File: src/rtl/ksa_init_engine_if.sv
// Handshake and state-RAM bus of the ksa_init_engine.
// master: controller plus RAM side (drives en/mode/key and the RAM read data).
// slave:  the engine itself.
interface ksa_init_engine_if #(
    parameter int ADDR_W  = 8,
    parameter int DATA_W  = ADDR_W,
    parameter int KEY_LEN = 3
);
    logic                      en;
    logic                      rdy;
    logic                      done;
    logic [1:0]                mode;
    logic [KEY_LEN*DATA_W-1:0] key;
    logic [ADDR_W-1:0]         addr;
    logic [DATA_W-1:0]         wrdata;
    logic                      wren;
    logic [DATA_W-1:0]         rddata;

    modport master (
        output en, mode, key, rddata,
        input  rdy, done, addr, wrdata, wren
    );

    modport slave (
        input  en, mode, key, rddata,
        output rdy, done, addr, wrdata, wren
    );
endinterface

File: src/rtl/ksa_init_engine.sv
// RC4 state initialiser: identity fill and/or key-scheduling swap pass over a
// single-port synchronous RAM with one-cycle read latency.
module ksa_init_engine #(
    parameter int ADDR_W  = 8,
    parameter int DATA_W  = ADDR_W,
    parameter int KEY_LEN = 3
) (
    input logic               clk,
    input logic               rst,
    ksa_init_engine_if.slave  bus
);
    localparam int KIDX_W = (KEY_LEN > 1) ? $clog2(KEY_LEN) : 1;

    typedef enum logic [3:0] {
        IDLE, FILL, RD_I, WAIT_I, RD_J, WAIT_J, WR_J, WR_I, FIN
    } state_t;

    state_t                    state;
    logic [ADDR_W-1:0]         i;
    logic [ADDR_W-1:0]         j;
    logic [KIDX_W-1:0]         kidx;
    logic [DATA_W-1:0]         si;
    logic [DATA_W-1:0]         sj;
    logic [1:0]                mode_r;
    logic [KEY_LEN*DATA_W-1:0] key_r;
    logic [DATA_W-1:0]         key_elem;
    logic [ADDR_W-1:0]         j_new;

    // Select the current key element (element 0 sits in the MSBs) and form
    // the next j from the S[i] value arriving on rddata.
    always_comb begin
        key_elem = '0;
        for (int unsigned k = 0; k < KEY_LEN; k++) begin
            if (kidx == KIDX_W'(k)) begin
                key_elem = key_r[(KEY_LEN-1-k)*DATA_W +: DATA_W];
            end
        end
        j_new = j + bus.rddata + key_elem;
    end

    // Sequencer; every RAM-facing output is registered for the state being
    // entered, so addr/wrdata/wren always describe the current state's access.
    always_ff @(posedge clk) begin
        if (rst) begin
            state      <= IDLE;
            i          <= '0;
            j          <= '0;
            kidx       <= '0;
            si         <= '0;
            sj         <= '0;
            mode_r     <= '0;
            key_r      <= '0;
            bus.rdy    <= 1'b1;
            bus.done   <= 1'b0;
            bus.wren   <= 1'b0;
            bus.addr   <= '0;
            bus.wrdata <= '0;
        end else begin
            bus.done <= 1'b0;
            case (state)
                IDLE, FIN: begin
                    state   <= IDLE;
                    bus.rdy <= 1'b1;
                    if (bus.en) begin
                        mode_r   <= bus.mode;
                        key_r    <= bus.key;
                        i        <= '0;
                        j        <= '0;
                        kidx     <= '0;
                        bus.rdy  <= 1'b0;
                        bus.addr <= '0;
                        if (bus.mode == 2'b10) begin
                            state    <= RD_I;
                            bus.wren <= 1'b0;
                        end else begin
                            state      <= FILL;
                            bus.wrdata <= '0;
                            bus.wren   <= 1'b1;
                        end
                    end
                end
                FILL: begin
                    if (i == '1) begin
                        i        <= '0;
                        bus.wren <= 1'b0;
                        bus.addr <= '0;
                        if (mode_r == 2'b01) begin
                            state <= RD_I;
                            j     <= '0;
                            kidx  <= '0;
                        end else begin
                            state    <= FIN;
                            bus.done <= 1'b1;
                            bus.rdy  <= 1'b1;
                        end
                    end else begin
                        i          <= i + ADDR_W'(1);
                        bus.addr   <= i + ADDR_W'(1);
                        bus.wrdata <= i + ADDR_W'(1);
                    end
                end
                RD_I: begin
                    state <= WAIT_I;
                end
                // j is computed straight from rddata here so that the
                // registered addr already shows j_new during RD_J.
                WAIT_I: begin
                    si       <= bus.rddata;
                    j        <= j_new;
                    bus.addr <= j_new;
                    state    <= RD_J;
                end
                RD_J: begin
                    state <= WAIT_J;
                end
                WAIT_J: begin
                    sj         <= bus.rddata;
                    bus.addr   <= j;
                    bus.wrdata <= si;
                    bus.wren   <= 1'b1;
                    state      <= WR_J;
                end
                WR_J: begin
                    bus.addr   <= i;
                    bus.wrdata <= sj;
                    state      <= WR_I;
                end
                WR_I: begin
                    bus.wren <= 1'b0;
                    if (i == '1) begin
                        state    <= FIN;
                        bus.done <= 1'b1;
                        bus.rdy  <= 1'b1;
                    end else begin
                        i        <= i + ADDR_W'(1);
                        bus.addr <= i + ADDR_W'(1);
                        kidx     <= (kidx == KIDX_W'(KEY_LEN-1)) ? '0 : kidx + KIDX_W'(1);
                        state    <= RD_I;
                    end
                end
                default: begin
                    state    <= IDLE;
                    bus.wren <= 1'b0;
                    bus.rdy  <= 1'b1;
                end
            endcase
        end
    end
endmodule

File: src/flat_wrapper.sv
// flat-port wrapper written by rule: the top's interface ports become plain ports
module ksa_init_engine_flat 
#(
    parameter int ADDR_W  = 8,
    parameter int DATA_W  = ADDR_W,
    parameter int KEY_LEN = 3
)
  (clk, rst, bus_en, bus_mode, bus_key, bus_rddata, bus_rdy, bus_done, bus_addr, bus_wrdata, bus_wren);
  ksa_init_engine_if #(.ADDR_W(ADDR_W), .DATA_W(DATA_W), .KEY_LEN(KEY_LEN)) bus_i ();
  input logic clk;
  input logic rst;
  input wire logic [$bits(bus_i.en)-1:0] bus_en;
  input wire logic [$bits(bus_i.mode)-1:0] bus_mode;
  input wire logic [$bits(bus_i.key)-1:0] bus_key;
  input wire logic [$bits(bus_i.rddata)-1:0] bus_rddata;
  output wire logic [$bits(bus_i.rdy)-1:0] bus_rdy;
  output wire logic [$bits(bus_i.done)-1:0] bus_done;
  output wire logic [$bits(bus_i.addr)-1:0] bus_addr;
  output wire logic [$bits(bus_i.wrdata)-1:0] bus_wrdata;
  output wire logic [$bits(bus_i.wren)-1:0] bus_wren;
  assign bus_i.en = bus_en;
  assign bus_i.mode = bus_mode;
  assign bus_i.key = bus_key;
  assign bus_i.rddata = bus_rddata;
  assign bus_rdy = bus_i.rdy;
  assign bus_done = bus_i.done;
  assign bus_addr = bus_i.addr;
  assign bus_wrdata = bus_i.wrdata;
  assign bus_wren = bus_i.wren;
  ksa_init_engine #(.ADDR_W(ADDR_W), .DATA_W(DATA_W), .KEY_LEN(KEY_LEN)) u_core (.clk(clk), .rst(rst), .bus(bus_i));
endmodule
File: config.mk
export PLATFORM = sky130hd
export DESIGN_NAME = ksa_init_engine_flat
export DESIGN_NICKNAME = d
export VERILOG_FILES = /design/src/rtl/ksa_init_engine_if.sv /design/src/rtl/ksa_init_engine.sv /design/src/flat_wrapper.sv
export SDC_FILE = /design/constraint.sdc
export NUM_CORES = 1
export LEC_CHECK = 0
export CAP_MARGIN = 20
export CORE_MARGIN = 1
export CORE_UTILIZATION = 39
export DETAILED_ROUTE_END_ITERATION = 10
export PLACE_DENSITY = 0.65
export SLEW_MARGIN = 40
export SYNTH_ARGS = -nofsm -noshare
export SYNTH_HDL_FRONTEND = slang
export SYNTH_SLANG_ARGS = --single-unit
File: constraint.sdc
create_clock -name clk -period 5.1 [get_ports clk]
set_input_delay 1.02 -clock clk [delete_from_list [all_inputs] [get_ports clk]]
set_output_delay 1.02 -clock clk [all_outputs]
set_load 0.01 [all_outputs]
==> results of run 1 <==
[where the power goes]
group          switching (mW)  internal (mW)
Clock                   0.265          0.280
Combinational           0.184          0.130
Sequential             0.0310          0.683
[cell families after synthesis]
group                      after synthesis  share of synthesized area (%)
buffers and inverters                   61                           6.11
xor gates and xnor gates                12                           2.47
DFF                                     83                           39.0
muxes                                    9                           2.11
adders and majority gates               15                           5.81
AOI/OAI and AO/OA                      152                           21.8
and+or+nand+nor                        216                           22.8
[sequential cells by signal, summed over array words and instances, names as in the netlist]
| signal | cells |
|---|---|
| u_core.bus.addr | 8 |
| u_core.bus.done | 1 |
| u_core.bus.rdy | 1 |
| u_core.bus.wrdata | 8 |
| u_core.bus.wren | 1 |
| u_core.i | 8 |
| u_core.j | 8 |
| u_core.key_r | 24 |
| u_core.kidx | 2 |
| u_core.mode_r | 2 |
| u_core.si | 8 |
| u_core.sj | 8 |
| u_core.state | 4 |
[worst paths after layout]
check	startpoint	end	slack [ns]	cells after the start
worst min-delay path	u_core.key_r[18]	u_core.key_r[18]	0.46	2
worst max-delay path	u_core.kidx[0]	u_core.bus.addr[7]	1.55	13
worst max register to register	u_core.kidx[0]	u_core.bus.addr[7]	1.55	13
worst min register to register	u_core.key_r[18]	u_core.key_r[18]	0.46	2
[synthesized netlist by cell type (2+ instances only)]
| cell | count |
|---|---|
| nand2_1 | 111 |
| dfxtp_1 | 83 |
| a21oi_1 | 81 |
| nor2_1 | 50 |
| inv_1 | 29 |
| clkbuf_1 | 17 |
| o21ai_0 | 13 |
| nand3_1 | 12 |
| a22oi_1 | 11 |
| nor3_1 | 11 |
| buf_2 | 10 |
| nand2b_1 | 10 |
| mux2i_1 | 9 |
| xnor2_1 | 9 |
| a211oi_1 | 8 |
| a221oi_1 | 8 |
| fa_1 | 8 |
| o22ai_1 | 8 |
| ha_1 | 7 |
| nor2b_1 | 5 |
| a21o_1 | 3 |
| xor2_1 | 3 |
| a21oi_2 | 2 |
| a222oi_1 | 2 |
| a22o_1 | 2 |
| a2bb2oi_1 | 2 |
| buf_1 | 2 |
| buf_6 | 2 |
| nand3b_1 | 2 |
| nand4b_1 | 2 |
| nor3b_1 | 2 |
| o21ai_1 | 2 |
[routing by layer]
| layer | global-route usage (%) | wire (um) | part of all wire [%] |
|---|---|---|---|
| met1 | 26.7 | 5010 | 44 |
| met3 | 4.60 | 714 | 6.2 |
| met4 | 7.63 | 184 | 1.6 |
| met2 | 35.4 | 5550 | 48 |
| met5 | 0 | 0 | 0 |
[cell type report]
cell class                      instances  area (sq um)
Clock buffer                            9           124
Clock inverter                          7          98.8
Fill cell                            1087          5360
Inverter                               29           109
Multi-Input combinational cell        404          2350
Sequential cell                        83          1660
Tap cell                              136           170
Timing Repair Buffer                   60           586
[through the flow]
step	hold WS [ns]	setup WS, ns	area [sq um]	total power, mW	instances
after detailed placement	0.448	1.30	4880	1.04	712
after global placement	0.439	1.35	4870	1.03	711
after global routing	0.475	1.28	5100	1.65	728
after floorplan	0.431	1.90	4260	0.926	548
after CTS	0.461	1.51	5100	1.58	728
final	0.461	1.55	5100	1.57	728
[worst max-delay path, cell delays in order (launching register included)]
cell and delay (ns):
dfxtp_1 0.71, nor2b_1 0.26, a21oi_1 0.35, fa_1 0.46, inv_1 0.07, ha_1 0.18
inv_1 0.06, fa_1 0.39, nand2b_1 0.21, a21oi_1 0.19, o22ai_1 0.10, xnor2_1 0.14
nand2_1 0.10, a221oi_2 0.24
==> impl_results.md, run 1 <==
* Placer Congestion at 0.892
* Yosys reg bits at 83
* Post-CTS setup buffers at 0
* Initial DRT Pass Iterations at 5
* Final Max Slew Viols at 0
* Post-synth cell types at 54
* Power Density at 309 nW/um^2
* CP Data Arrival Time at 3.82 ns
* Leading area contributor after synthesis: dfxtp_1
* # port buffers at 55
* Total number of vias at 3999
* MaxCap Viol Count at 0
* Fmax at 0.282 GHz
* Syn Area/Cell at 7.78 sq um
* Tcrit/Tclk final at 69.6%
* Detailed Route WL at 11.5 mm
* # rows at 37
* Pin count of the biggest net entering global routing at 51
* Status: finished, final reports clean
* Initial Util at between 40% and 50%
* Commonest non-fill, non-tap cell in the layout: nand2_1
* Critical path required time at 5.37 ns
* Crit Path Max Fanout at 12
* Vias in the first global route at 3761
* Ant diodes at 0
* Synth top area share at about 39%
* Area Growth Syn to Fin at 19.6%
* Hold WC Path Type: flop to flop
* VDD IR max at around 0.16 mV
* Grt ovf at 0
* Antenna violations before repair at 0
* Final core utilization at 48.7%
* Async SR Flop Fraction at 0%
* Die W at around 110 um
* IO Pins at 56
* Cells after Synth at roughly 550
* Clk sinks at 83
* Worst Skew at 0.0109 ns
* H-tree levels at 3
* Vias per cell at about 5.5
* TritonCTS clock tree: built
* Die height at 107 um
* Worst Max-Slew Pin Slew at between 0.7 and 0.8 ns
* Post-CTS Hold Buffers at 0
* Syn nets at 600
* Mapped Area at 4260 sq um
* CTS buffer count at 9
* Setup TNS Final at 0 ns
* Dpl hpwl at 8.20 mm
* Drt wl/cell at 15.7 um
* Rel. slew slack at between 40% and 50%
* DRC violations left at 0
* RSZ-0062 raised after global routing: no
* GRT Total Usage at 21.2%
* Final setup vio count at 0
* DRT iter0 DRCs at ~300
* Post-route ant nets at 0
* Clock Path Buffers at 2
* Worst skew pair latency at between 0.3 and 0.4 ns
* CP startpoint kind: flop
* Most frequent cells in the layout: nand2_1 (111), dfxtp_1 (83), a21oi_1 (81)
* First-pass GRT wire length at 18.8 mm
* Post-synth EDFFs at 0
* LEAKAGE at 1.83 nW
* CP Class: flop to flop
* Core area at about 10000 sq um
* Synth area leaders: dfxtp_1 (39%), nand2_1 (9.8%), a21oi_1 (9.5%)
* Worst setup EP type: flop
* Clk slew on worst S/H paths at 0.10 ns
* Nets at 639
* Layout cells sized above 1 at under 10%
* Clk root buf: clkbuf_8
* Main flop type after synthesis: dfxtp_1
* Die Area at 11400 sq um
* Fin crit period at 3.55 ns
* Ys Warns at 0
* Endpoints failing hold at 0
* Seq/Total Area, Yosys at 39.0%
* Post-CTS Resized at 0
Power figures use the tool's default switching activity.
==> run 2, diff against run 1 <==
- PLACE_DENSITY: 0.65 -> 0.67
- clock period: 5.1 -> 3 ns (I/O delays scaled with it)
==> run 2 against run 1 <==
Effect of this change:
- first-iteration DRC count fell by 5.4%
- sequential share of layout area fell by 1.5 points
- via count rose by 2.2%
- routed wire length rose by 4.3%
- critical path depth did not move
- clock skew fell by 0.0046 ns
- utilization rose by 2.4 points
- register-to-register slack got worse by 1.4 ns
- clock power rose by 63%
- sequential power rose by 69%
- worst hold slack got worse by 0.0073 ns
==> impl_results.md, run 2 (synthesis gave the netlist of run 1 again) <==
* # rows at 37 (unchanged)
* CP startpoint kind: flop
* DRT iter0 DRCs at 283 (-5.4%)
* Top layer in use: met4
* Die W at 107 um (unchanged)
* CP bufs+invs at 3 (+1)
* Grt ovf at 0 (unchanged)
* Post-route ant nets at 0 (unchanged)
* Largest Register: u_core.key_r
* Nets at 666 (+4.2%)
* Hold depth at 2 (unchanged)
* Crit Path Max Fanout at 4 (-8)
* Power Density at 502 nW/um^2 (+63%)
* Clk root buf: clkbuf_8
* Setup TNS Final at 0 ns (unchanged)
* Slowest CP cell: fa_1
* Pin count of the biggest net entering global routing at 63 (+24%)
* Worst Skew at 0.00633 ns (-0.00462 ns)
* Fmax at 0.346 GHz (+23%)
* LEAKAGE at 1.97 nW (+7.9%)
* Worst reg2reg path startpoint: u_core.kidx[0]
* Initial Util at 40.7% (unchanged)
* Worst Max-Slew Pin Slew at 0.753 ns (-0.0209 ns)
* CP Class: flop to flop
* Endpoints failing hold at 0 (unchanged)
* TritonCTS clock tree: built
* Layout cells sized above 1 at 11.0% (+5.7 points)
* Status: finished, final reports clean
* Min Hold Slack at 0.453 ns (-0.00725 ns)
* Detailed Route WL at 12.0 mm (+4.3%)
* Min setup slack post-route at 0.111 ns (-1.44 ns)
* Reg2reg end: u_core.bus.addr[4]
* Final core utilization at 51.1% (+2.4 points)
* RSZ-0062 raised after global routing: yes
* Final Max Slew Viols at 0 (unchanged)
* H-tree levels at 3 (unchanged)
* # fillers at 1021 (-6.1%)
* Critical Path Max Stage Delay at 0.54 ns (-0.17 ns)
* Ant diodes at 0 (unchanged)
* Routed met3 length at 621 um (-13%)
* Dpl hpwl at 8.70 mm (+6.1%)
* Vias in the first global route at 3822 (+1.6%)
* Worst setup EP type: flop
* GRT Total Usage at 21.9% (+0.72 points)
* Hold Path Sink: u_core.mode_r[1]
* Post-CTS setup buffers at 0 (unchanged)
* Die Area at 11400 sq um (unchanged)
* M1 WL at 5.43 mm (+8.3%)
* Placed cell count at 739 (+3.8%)
* Core area at 10500 sq um (unchanged)
* Die height at 107 um (unchanged)
* Commonest non-fill, non-tap cell in the layout: nand2_1
* First-pass GRT wire length at 19.3 mm (+2.4%)
* Critical path required time at 3.24 ns (-2.13 ns)
* CP delay by family, top: adder cells
* CP Data Arrival Time at 3.13 ns (-0.69 ns)
* IO Pins at 56 (unchanged)
* Worst skew pair latency at 0.37 ns (about the same)
* Clk slew on worst S/H paths at 0.09 ns (about the same)
* Clock Path Buffers at 2 (unchanged)
* Worst Hold Launch: u_core.mode_r[1]
* Routed wl met2 at 5.60 mm (+0.88%)
* Pre-CTS setup slack at -0.410 ns (-1.71 ns)
* # port buffers at 55 (unchanged)
* Rel. slew slack at 49.7% (+1.7 points)
* Clk sinks at 83 (unchanged)
* Hold WC Path Type: flop to flop
* Placer Congestion at 0.892 (about the same)
* Post-CTS Hold Buffers at 0 (unchanged)
* Most frequent cells in the layout: nand2_1 (111), dfxtp_1 (82), a21oi_1 (77)
* Antenna violations before repair at 0 (unchanged)
* VDD IR max at 0.263 mV (+62%)
* Max reg flops at 24 (unchanged)
* MaxCap Viol Count at 0 (unchanged)
* DRC violations left at 0 (unchanged)
* Vias per cell at 5.41 (-1.5%)
* CTS buffer count at 9 (unchanged)
* Drt wl/cell at 15.8 um (+0.56%)
* Register-to-Register Path Depth at 13 (unchanged)
* Initial DRT Pass Iterations at 4 (-1)
* Cell Chain, Critical Path: buf_4 > mux2i_1 > nor2_1 > a21oi_1 > buf_4 > fa_1 > inv_1 > ha_1 > a21o_1 > a21oi_1 > xnor2_1 > a221oi_1 > o22ai_1
* Final setup vio count at 0 (unchanged)
* Tcrit/Tclk final at 96.3% (+27 points)
* Area Growth Syn to Fin at 25.5%
* Reg2Reg Setup Slack at 0.11 ns (-1.44 ns)
* Total number of vias at 4087 (+2.2%)
* Fin crit period at 2.89 ns (-0.663 ns)
* Fin cells at 755 (+3.7%)
==> run 2: cell count changes in the layout (fill, tap and decap cells not counted), sizes merged <==
cell    change
buf        +27
clkbuf      +2
clkinv      +1
inv         -3
==> run 2: tightest hold or removal path, cell delays in order, from the launching register on <==
cell and delay, ns:
dfxtp_1 0.31, nand2_1 0.05, a21oi_1 0.05
==> run 2: per-layer routing <==
layer | GRT usage, % | vias to the layer above
met5 | 0 | -
met4 | 9.39 | 0
met3 | 3.99 | 20
met2 | 35.5 | 122
met1 | 28.4 | 1932
li1 | - | 2013
==> run 2: worst max path at each step <==
stage,slack (ns),depth (start not counted),to,startpoint
after CTS,-0.01,16,u_core.bus.addr[5],u_core.kidx[0]
after detailed placement,-0.41,14,u_core.bus.addr[5],bus_rddata[1]
after global placement,-0.28,13,u_core.bus.addr[7],bus_rddata[1]
final,0.11,13,u_core.bus.addr[4],u_core.kidx[0]
after global routing,-0.02,13,u_core.bus.addr[4],u_core.kidx[0]
after floorplan,0.05,15,u_core.bus.addr[7],u_core.kidx[0]
==> run 2: where the power goes <==
group / leakage (nW) / switching (mW) / internal (mW) / total [mW]
clock: 0.103 / 0.424 / 0.467 / 0.891
combinational: 1.19 / 0.331 / 0.255 / 0.586
sequential: 0.676 / 0.0491 / 1.16 / 1.21
total: 1.97 / 0.804 / 1.88 / 2.69
==> run 2: area by class of cell <==
type	count	area (sq um)	area share (%)
Clock buffer	11	131	2.46
Clock inverter	5	77.6	1.45
Inverter	29	109	2.04
Multi-Input combinational cell	404	2400	44.8
Sequential cell	83	1670	31.1
Tap cell	136	170	3.18
Timing Repair Buffer	87	798	14.9
==> run 2: timing repair <==
action / in CTS / in global routing
pin swaps: 0 / 9
resized for setup: 3 / 12
gates cloned: 0 / 0
setup endpoints to repair: 2 / 8
==> run 2: metrics by stage <==
step                total power, mW  cell area, sq um
floorplan                      1.57              4270
global route                   2.81              5350
CTS                            2.68              5310
finish                         2.69              5350
detailed placement             1.80              5090
global placement               1.79              5090
